<file path="config.mk">
export PLATFORM = sky130hd
export DESIGN_NAME = switcher_row_sequencer
export DESIGN_NICKNAME = d
export VERILOG_FILES = /design/src/rtl/switcher_row_sequencer.sv
export SDC_FILE = /design/constraint.sdc
export NUM_CORES = 1
export LEC_CHECK = 0
export CAP_MARGIN = 20
export CORE_ASPECT_RATIO = 1.4
export CORE_MARGIN = 2
export CORE_UTILIZATION = 27
export CTS_BUF_LIST = sky130_fd_sc_hd__clkbuf_8 sky130_fd_sc_hd__clkbuf_16
export CTS_CLUSTER_DIAMETER = 60
export DETAILED_ROUTE_END_ITERATION = 8
export GPL_TIMING_DRIVEN = 0
export PLACE_DENSITY = 0.82
export SLEW_MARGIN = 20
export SYNTH_ARGS = -nofsm -noshare
export SYNTH_HDL_FRONTEND = slang
export SYNTH_SLANG_ARGS = --single-unit
</file>
<file path="constraint.sdc">
create_clock -name CLK_80 -period 2.48 [get_ports CLK_80]
set_input_delay 0.496 -clock CLK_80 [delete_from_list [all_inputs] [get_ports CLK_80]]
set_output_delay 0.496 -clock CLK_80 [all_outputs]
set_load 0.005 [all_outputs]
</file>
<file path="src/rtl/switcher_row_sequencer.sv">
// switcher_row_sequencer
//   Rebuilds the switcher sequence from the deserialized switcher word. It
//   paces the DCD data generator with frame and row strobes and a row address.
//   It also blanks the DO pins while CLEAR is active.
//
// Ports
//   CLK_80         80 MHz clock; every register updates on its rising edge
//   RST_N          synchronous, active-low reset
//   ENABLE         0 holds the sequencer in IDLE with outputs cleared
//   SW_DES[15:0]   {GATE, CLEAR, FRAME, CLK}; 4 samples per nibble, bit 0 is earliest
//   BLANK_ON_CLEAR 1 lets CLEAR activity force every DISABLE_DO bit high
//   DISABLE_CFG    static per-pin disable mask
//   ERR_CLR        clears SEQ_ERR; an error in the same cycle still sets its bit
//   FRAME_START    1-cycle pulse on a FRAME rising edge
//   ROW_STROBE     1-cycle pulse on each accepted SW_CLK rising edge
//   ROW_ADDR       row index, valid with ROW_STROBE and held between strobes
//   ROW_PHASE      sample index of the SW_CLK edge behind the current strobe
//   GATE_ON        any GATE sample high in the previous word
//   CLEAR_ON       any CLEAR sample high in the previous word
//   DISABLE_DO     DISABLE_CFG | {64{CLEAR_ON & BLANK_ON_CLEAR}}
//   SEQ_ERR        sticky: [0] multiple SW_CLK edges in one word, [1] row overflow
//   STATE          0 IDLE, 1 ARMED, 2 RUN
module switcher_row_sequencer #(
    parameter int ROWS  = 192,
    parameter int ROW_W = 8
) (
    input  logic             CLK_80,
    input  logic             RST_N,
    input  logic             ENABLE,
    input  logic [15:0]      SW_DES,
    input  logic             BLANK_ON_CLEAR,
    input  logic [63:0]      DISABLE_CFG,
    input  logic             ERR_CLR,
    output logic             FRAME_START,
    output logic             ROW_STROBE,
    output logic [ROW_W-1:0] ROW_ADDR,
    output logic [1:0]       ROW_PHASE,
    output logic             GATE_ON,
    output logic             CLEAR_ON,
    output logic [63:0]      DISABLE_DO,
    output logic [1:0]       SEQ_ERR,
    output logic [1:0]       STATE
);

    localparam logic [1:0] ST_IDLE  = 2'd0;
    localparam logic [1:0] ST_ARMED = 2'd1;
    localparam logic [1:0] ST_RUN   = 2'd2;

    localparam logic [ROW_W-1:0] LAST_ROW = ROW_W'(ROWS - 1);

    // Rising-edge mask of one nibble. Sample 0 is compared with the last
    // sample of the previous word.
    function automatic logic [3:0] rise_mask(input logic [3:0] nib, input logic prev);
        rise_mask = nib & ~{nib[2:0], prev};
    endfunction

    function automatic logic [1:0] first_pos(input logic [3:0] m);
        if (m[0])      first_pos = 2'd0;
        else if (m[1]) first_pos = 2'd1;
        else if (m[2]) first_pos = 2'd2;
        else           first_pos = 2'd3;
    endfunction

    function automatic logic more_than_one(input logic [3:0] m);
        more_than_one = (m & (m - 4'd1)) != 4'd0;
    endfunction

    logic             prev_frame_p1;
    logic             prev_clk_p1;

    logic [3:0]       f_mask_p0;
    logic [3:0]       c_mask_p0;
    logic [1:0]       f_pos_p0;
    logic [1:0]       c_pos_p0;
    logic             frame_start_p0;
    logic             row_strobe_p0;
    logic [ROW_W-1:0] row_addr_p0;
    logic [1:0]       row_phase_p0;
    logic [1:0]       state_p0;
    logic [1:0]       err_ev_p0;
    logic [1:0]       seq_err_p0;

    // Stage p0: edge detection and next-state decision from the incoming word
    always_comb begin
        f_mask_p0      = rise_mask(SW_DES[7:4], prev_frame_p1);
        c_mask_p0      = rise_mask(SW_DES[3:0], prev_clk_p1);
        f_pos_p0       = first_pos(f_mask_p0);
        c_pos_p0       = first_pos(c_mask_p0);
        frame_start_p0 = 1'b0;
        row_strobe_p0  = 1'b0;
        row_addr_p0    = ROW_ADDR;
        row_phase_p0   = ROW_PHASE;
        state_p0       = STATE;
        err_ev_p0      = {1'b0, more_than_one(c_mask_p0)};

        if (|f_mask_p0) begin
            // FRAME wins. A CLK edge strictly after it in the same word
            // becomes row 0 of the new frame.
            frame_start_p0 = 1'b1;
            row_addr_p0    = '0;
            state_p0       = ST_ARMED;
            if ((|c_mask_p0) && (c_pos_p0 > f_pos_p0)) begin
                row_strobe_p0 = 1'b1;
                row_phase_p0  = c_pos_p0;
                state_p0      = ST_RUN;
            end
        end else if (|c_mask_p0) begin
            case (STATE)
                ST_ARMED: begin
                    row_strobe_p0 = 1'b1;
                    row_addr_p0   = '0;
                    row_phase_p0  = c_pos_p0;
                    state_p0      = ST_RUN;
                end
                ST_RUN: begin
                    row_strobe_p0 = 1'b1;
                    row_phase_p0  = c_pos_p0;
                    if (ROW_ADDR == LAST_ROW) begin
                        row_addr_p0  = '0;
                        err_ev_p0[1] = 1'b1;
                    end else begin
                        row_addr_p0 = ROW_ADDR + ROW_W'(1);
                    end
                end
                default: ;
            endcase
        end

        seq_err_p0 = (ERR_CLR ? 2'b00 : SEQ_ERR) | err_ev_p0;
    end

    // Stage p1: registered strobes, levels and sequencer state
    always_ff @(posedge CLK_80) begin
        if (!RST_N) begin
            STATE         <= ST_IDLE;
            FRAME_START   <= 1'b0;
            ROW_STROBE    <= 1'b0;
            ROW_ADDR      <= '0;
            ROW_PHASE     <= 2'd0;
            GATE_ON       <= 1'b0;
            CLEAR_ON      <= 1'b0;
            prev_frame_p1 <= 1'b0;
            prev_clk_p1   <= 1'b0;
            SEQ_ERR       <= 2'b00;
        end else if (!ENABLE) begin
            // Same as reset, except the sticky errors survive.
            STATE         <= ST_IDLE;
            FRAME_START   <= 1'b0;
            ROW_STROBE    <= 1'b0;
            ROW_ADDR      <= '0;
            ROW_PHASE     <= 2'd0;
            GATE_ON       <= 1'b0;
            CLEAR_ON      <= 1'b0;
            prev_frame_p1 <= 1'b0;
            prev_clk_p1   <= 1'b0;
            SEQ_ERR       <= ERR_CLR ? 2'b00 : SEQ_ERR;
        end else begin
            STATE         <= state_p0;
            FRAME_START   <= frame_start_p0;
            ROW_STROBE    <= row_strobe_p0;
            ROW_ADDR      <= row_addr_p0;
            ROW_PHASE     <= row_phase_p0;
            GATE_ON       <= |SW_DES[15:12];
            CLEAR_ON      <= |SW_DES[11:8];
            prev_frame_p1 <= SW_DES[7];
            prev_clk_p1   <= SW_DES[3];
            SEQ_ERR       <= seq_err_p0;
        end
    end

    assign DISABLE_DO = DISABLE_CFG | {64{CLEAR_ON & BLANK_ON_CLEAR}};

endmodule
</file>
==> results of run 1 <==
## cell usage in the layout, fill, tap and decap left out, types with 2 or more instances in the layout
cell type and n:
clkdlybuf4s50_1 166, nand2b_1 69, dfxtp_1 20, nand2_1 10, a21oi_1 8, nor2b_1 7, nor2_1 7, inv_1 6
nand3_1 6, clkbuf_8 5, ha_1 5, buf_4 4, nand4_1 4, xor2_1 4, or3_1 3, o21ai_0 3
clkbuf_4 2, a21o_1 2, and2_1 2, nor4_1 2, and3_1 2
## metal layers
layer	part of all wire	vias to the layer above	global-route usage
met5	0	-	0
met4	0.013	0	0.05803
met3	0.085	4	0.05542
met2	0.54	91	0.3449
met1	0.37	865	0.2110
li1	-	945	-
## stage by stage
step / util / hold WS [ns] / setup TNS (ns)
after floorplan: - / 0.4829 / 0
after global placement: 0.6377 / 0.4799 / -9.397
after detailed placement: 0.6377 / 0.5028 / -10.81
after CTS: 0.6552 / 0.5139 / -0.01703
after global routing: 0.6585 / 0.5617 / -0.05230
final: 0.6585 / 0.5130 / 0
## cells by family after synthesis
logic type | Yosys count | share of synthesized area
AND/OR/NAND/NOR | 119 | 0.5000
AO/OA/AOI/OAI | 20 | 0.1032
flip-flops | 20 | 0.2873
buffers and inverters | 12 | 0.03231
adder cells (fa/ha/maj) | 5 | 0.04488
XOR/XNOR | 4 | 0.02513
multiplexers | 1 | 0.007182
## layout make-up
class / count / area (sq um)
timing repair buffer: 167 / 1669
clock buffer: 4 / 55.05
buffer: 6 / 51.30
sequential: 20 / 400.4
tap: 64 / 80.08
multi-input combinational: 149 / 959.7
inverter: 6 / 22.52
fill: 437 / 1679
## worst paths after layout
path	slack, ns	endpoint	from
setup / recovery	0.05	DISABLE_DO[36]	BLANK_ON_CLEAR
hold / removal	0.51	ROW_ADDR[7]	ROW_ADDR[7]
setup reg to reg	0.59	ROW_PHASE[0]	prev_clk_p1
hold reg to reg	0.51	ROW_ADDR[7]	ROW_ADDR[7]
## worst max-delay path: stages
cell	delay, ns
clkdlybuf4s50_1	0.50
nand2_4	0.11
buf_4	0.19
nand2b_1	0.10
clkdlybuf4s50_1	0.52
## repair_timing
action                     4_1_cts  5_1_grt
setup endpoints to repair       60       47
pin swaps                        0        1
setup buffers                    0        1
resized for setup               14        6
## report_power, final
part / leakage, uW / internal [uW] / switching, uW
clock network: 0.0000288 / 141 / 105
registers: 0.000163 / 331 / 6.04
logic: 0.00110 / 310 / 143
total: 0.00129 / 783 / 254
## registers in the layout (all words and copies together) (netlist names)
name,count
SEQ_ERR,2
GATE_ON,1
prev_clk_p1,1
FRAME_START,1
ROW_PHASE,2
ROW_STROBE,1
prev_frame_p1,1
CLEAR_ON,1
STATE,2
ROW_ADDR,8
==> metrics, run 1 <==
status finished clean; VDD IR max 0.3148 mV; Vias/cell 4.579; vias in the first global route 1773; Total Wirelength 5860 um; clk_lat worst skew 0.25 ns; CP Capture Type output pin; initial antenna violation count 0; Rows 30; CTS buffer count 3; share of cells above drive strength 1 0.04545; Via Count 1905; Yosys reg bits 20; CP Max Fanout 10; Mapped Area 1394 sq um; clock-pin transition on the worst setup and hold timing paths 0.07 ns; fin. max-slew vios 0; Hold Path Stages 2; CP startpoint kind primary input; Hold Vio Cnt, Final 0; r2r worst-path depth 9; Routed Antenna Nets 0; Die W 64.73 um; max_cap viols 0; Synth top area share 0.3097; Crit Path Category in -> out; Max Clock Skew 0.001827 ns; count leader, synth nand2b_1; endpoints failing setup 0; area growth from synthesis to layout 132.3%; cell count after placement 411; clk sinks 20; count of input and output buffers 166; Root Driver clkbuf_8; Final WS setup 0.05079 ns; Cell Count, Final, Fillers Out 416; Synth top cells by count 69 x nand2b_1, 20 x dfxtp_1, 11 x nand2_1, 8 x a21oi_1; crit path DAT 1.93 ns; f_max 411.7 MHz; Max H-tree Level 1; First-pass DRT Iterations 4; PD cells 320.3 nW/um^2; sequential element share of the synthesized area 0.2873; GRT Util Overall 0.1890; top-level I/O count 167; Design Power 1037 uW; Core ar. 4917 sq um; dominant synthesized flop cell dfxtp_1; EDFF count, synth 0; first-pass GRT wire length 8542 um; Area after DPL 3136 sq um; # diodes 0; post-place setup slack -0.2491 ns; Syn Nets 271; Hold Buf Count CTS 0; library cells used by synthesis 31; Async SR Flop Fraction 0; final worst path period share 0.9795; Routed WL per cell 14.09 um; Required @ worst endpoint 1.98 ns; Worst Tran Pin Value 0.3512 ns; DIE HEIGHT 89.01 um; RD Place Congestion 0.8054; Iter 0 DRT Violations 49; Layout Nets 443; Clock Tree Buf Depth 2; pin count of the biggest net entering global routing 12; Initial Utilization 0.2835; RSZ-0062 raised after global routing true; fin area 3238 sq um; Hold Path Class reg -> reg; biggest area consumer among synthesized cells nand2b_1; Tmin final 2.429 ns; Synth warnings 0; P_leak 0.001292 uW; max_slew headroom 0.7658; drt drc 0; Syn Inst Count 181; total grt overflow 0; Mapped Avg Cell Area 7.701 sq um; Synth area leaders nand2b_1 31%, dfxtp_1 29%, ha_1 4.5%, nor2b_1 3.1%, nand2_1 3.0%; CTS tree built; dpl hpwl 5115 um; die area 5761 sq um
Note: power is estimated with default switching activity, not from simulation.
==> run 2, diff against run 1 <==
--- a/config.mk
+++ b/config.mk
@@ -5,6 +5,7 @@
 export SDC_FILE = /design/constraint.sdc
 export NUM_CORES = 1
 export LEC_CHECK = 0
+export ABC_CLOCK_PERIOD_IN_PS = 2480
 export CAP_MARGIN = 20
 export CORE_ASPECT_RATIO = 1.4
 export CORE_MARGIN = 2
==> results of run 2 <==
The final DEF is identical to that of run 1; final timing and power are the same.
==> run 3, diff against run 2 <==
--- a/config.mk
+++ b/config.mk
@@ -5,16 +5,16 @@
 export SDC_FILE = /design/constraint.sdc
 export NUM_CORES = 1
 export LEC_CHECK = 0
+export ABC_AREA = 1
 export ABC_CLOCK_PERIOD_IN_PS = 2480
 export CAP_MARGIN = 20
 export CORE_ASPECT_RATIO = 1.4
 export CORE_MARGIN = 2
-export CORE_UTILIZATION = 27
+export CORE_UTILIZATION = 30
 export CTS_BUF_LIST = sky130_fd_sc_hd__clkbuf_8 sky130_fd_sc_hd__clkbuf_16
 export CTS_CLUSTER_DIAMETER = 60
 export DETAILED_ROUTE_END_ITERATION = 8
-export GPL_TIMING_DRIVEN = 0
-export PLACE_DENSITY = 0.82
+export PLACE_DENSITY = 0.81
 export SLEW_MARGIN = 20
 export SYNTH_ARGS = -nofsm -noshare
 export SYNTH_HDL_FRONTEND = slang
==> metrics, run 3 <==
status finished clean; RSZ-0062 raised after global routing false; P_leak 0.001829 uW (+42%); Yosys reg bits 20 (unchanged); endpoints failing setup 0 (unchanged); Max H-tree Level 1 (unchanged); most frequent cells in the layout 166 x clkdlybuf4s50_1, 105 x nand2_1, 98 x inv_1, 20 x dfxtp_1, 20 x nor2_1; Root Driver clkbuf_8; Slowest-stage cell, CP clkdlybuf4s50_1; Hold WS 0.4702 ns (-0.04276 ns); CP dominant cell by count clkdlybuf4s50_1; CTS tree built; Hold Vio Cnt, Final 0 (unchanged); Tmin final 2.375 ns (-0.05462 ns); Hold Path Class reg -> reg; area growth from synthesis to layout 106.6%; post-CTS setup buffers 0 (unchanged); fin. max-slew vios 0 (unchanged); Routed WL per cell 11.17 um (-21%); Synth area leaders dfxtp_1 24%, nand2_1 23%, inv_1 22%, nor2_1 4.4%, nand3_1 3.8%; library cells used by synthesis 26 (-16%); pin count of the biggest net entering global routing 39 (+27); CP peak stage delay 0.50 ns (-0.02 ns); routed wl met2 3371 um (+7.2%); VDD IR max 0.3571 mV (+13%); DR top layer met4; Worst R2R End ROW_PHASE[0]; met3 routed WL 666 um (+33%); Layout Nets 566 (+28%); dpl hpwl 5277 um (+3.2%); first-pass GRT wire length 9073 um (+6.2%); total grt overflow 0 (unchanged); Crit Reg-Reg Startpoint prev_clk_p1; setup TNS 0 ns (unchanged); post-place setup slack 0.1035 ns (+0.3526 ns); fillcell total 477 (+9.2%); Biggest register ROW_ADDR; Int Power 851.7 uW (+8.8%); count leader, synth nand2_1; EDFF count, synth 0 (unchanged); drt drc 0 (unchanged); final worst path period share 0.9575 (-0.02203); switch share 0.2612 (+0.01593); Die W 67.65 um (+4.5%); Via Count 2293 (+20%); max_slew headroom 0.7430 (-0.02288); Synth warnings 0 (unchanged); crit path DAT 1.88 ns (-0.05 ns); biggest area consumer among synthesized cells dfxtp_1; vias in the first global route 2117 (+19%); Max Clock Skew 0.003538 ns (+0.001711 ns); Worst Hold End SEQ_ERR[1]; Iter 0 DRT Violations 31 (-37%); Crit Path Category in -> out; max FFs per register 8 (unchanged); Vias/cell 4.223 (-7.8%); GRT Util Overall 0.1811 (-0.007962); Design Power 1153 uW (+11%); f_max 421.1 MHz (+2.3%); Required @ worst endpoint 1.98 ns (about the same); Seq pwr share 0.293 (-0.032); CP startpoint kind primary input; Final WS setup 0.1054 ns (+0.05462 ns); CP Max Fanout 22 (+12); PD cells 327.9 nW/um^2 (+2.4%); most common cell after layout, fill and taps aside clkdlybuf4s50_1; Mapped Avg Cell Area 5.489 sq um (-29%); CTS buffer count 3 (unchanged); Gate power share 0.423 (-0.014); die area 6299 sq um (+9.3%); clk sinks 20 (unchanged); clock-pin transition on the worst setup and hold timing paths 0.07 ns (about the same); Routed Antenna Nets 0 (unchanged); CP Capture Type output pin; Post-CTS Resized 0 (-14); clk_lat worst skew 0.26 ns (about the same); count of input and output buffers 166 (unchanged); Core ar. 5485 sq um (+12%); CP startpoint BLANK_ON_CLEAR; Hold Path Origin SEQ_ERR[1]; top-level I/O count 167 (unchanged); CP Cell Sequence clkdlybuf4s50_1 -> nand2_2 -> buf_4 -> nand2_1 -> clkdlybuf4s50_1; Clock Tree Buf Depth 2 (unchanged); Syn Inst Count 310 (+71%); Synth top area share 0.2353 (-0.07440); Total Wirelength 6064 um (+3.5%); DIE HEIGHT 93.11 um (+4.6%); RD Place Congestion 0.7997 (-0.71%); r2r worst-path depth 13 (+4); Rows 32 (+6.7%); sw power 301.2 uW (+18%); Initial Utilization 0.3102 (+0.02676); Hold Buf Count CTS 0 (unchanged); sequential element share of the synthesized area 0.2353 (-0.05196); met1 WL 1984 um (-7.3%); # diodes 0 (unchanged); Final Util 0.6410 (-0.01756); First-pass DRT Iterations 4 (unchanged); dominant synthesized flop cell dfxtp_1; WP buf/inv 3 (unchanged); Mapped Area 1702 sq um (+22%); Syn Nets 400 (+48%); Async SR Flop Fraction 0 (unchanged); max_cap viols 0 (unchanged); reg-to-reg slack, setup 0.79 ns (+0.20 ns); share of cells above drive strength 1 0.06947 (+0.02402); CP top delay family buffers and inverters; Hold Path Stages 2 (unchanged); Worst Tran Pin Value 0.3846 ns (+0.03339 ns); initial antenna violation count 0 (unchanged); Synth top cells by count 106 x nand2_1, 98 x inv_1, 20 x dfxtp_1, 20 x nor2_1, 13 x nand3_1; Clock Power Share 0.284 (+0.046)
## run 3: how the worst max path moves through the flow
stage / end / depth (start not counted)
after global routing: DISABLE_DO[54] / 5
after detailed placement: DISABLE_DO[7] / 5
after CTS: DISABLE_DO[7] / 5
after global placement: DISABLE_DO[20] / 5
after floorplan: ROW_PHASE[1] / 13
final: DISABLE_DO[7] / 5
## run 3: layout make-up
cell class	count	area (sq um)	area share
repair buffers	168	1689	0.4804
multi-input cells	181	884.6	0.2516
flip-flops and latches	20	400.4	0.1139
inverters	102	385.4	0.1096
well taps	68	85.08	0.02420
clock buffers	3	41.29	0.01174
clock inverters	1	30.03	0.008541
## run 3: per-layer routing
metal  GRT usage  vias to the layer above
met2      0.3807                      100
met1      0.1599                      992
li1            -                     1195
met3     0.05415                        6
met4     0.02551                        0
met5           0                        -
## run 3: logic make-up (layout without fill, tap and decap cells)
family                   Yosys count  in the layout  share of synthesized area
adder cells (fa/ha/maj)            5              5                    0.03676
AND/OR/NAND/NOR                  163            163                     0.4272
AO/OA/AOI/OAI                     13             13                    0.05442
flip-flops                        20             20                     0.2353
buffers and inverters            109            274                     0.2463
## run 3: stage by stage
stage | instance area [sq um] | instances
floorplan | 1702 | 310
global placement | 3445 | 539
detailed placement | 3445 | 539
CTS | 3516 | 543
global route | 3516 | 543
finish | 3516 | 543
## run 3: worst min-delay path, stage by stage, from the launching register on
cell and delay, ns:
dfxtp_1 0.32, nand2_1 0.06, a21oi_1 0.05
## run 3: power groups by stage
stage,sequential (uW),combinational (uW),clock [uW]
floorplan,345,176,0
global placement,345,479,0
detailed placement,345,490,0
CTS,338,492,335
global route,339,535,351
finish,338,488,327
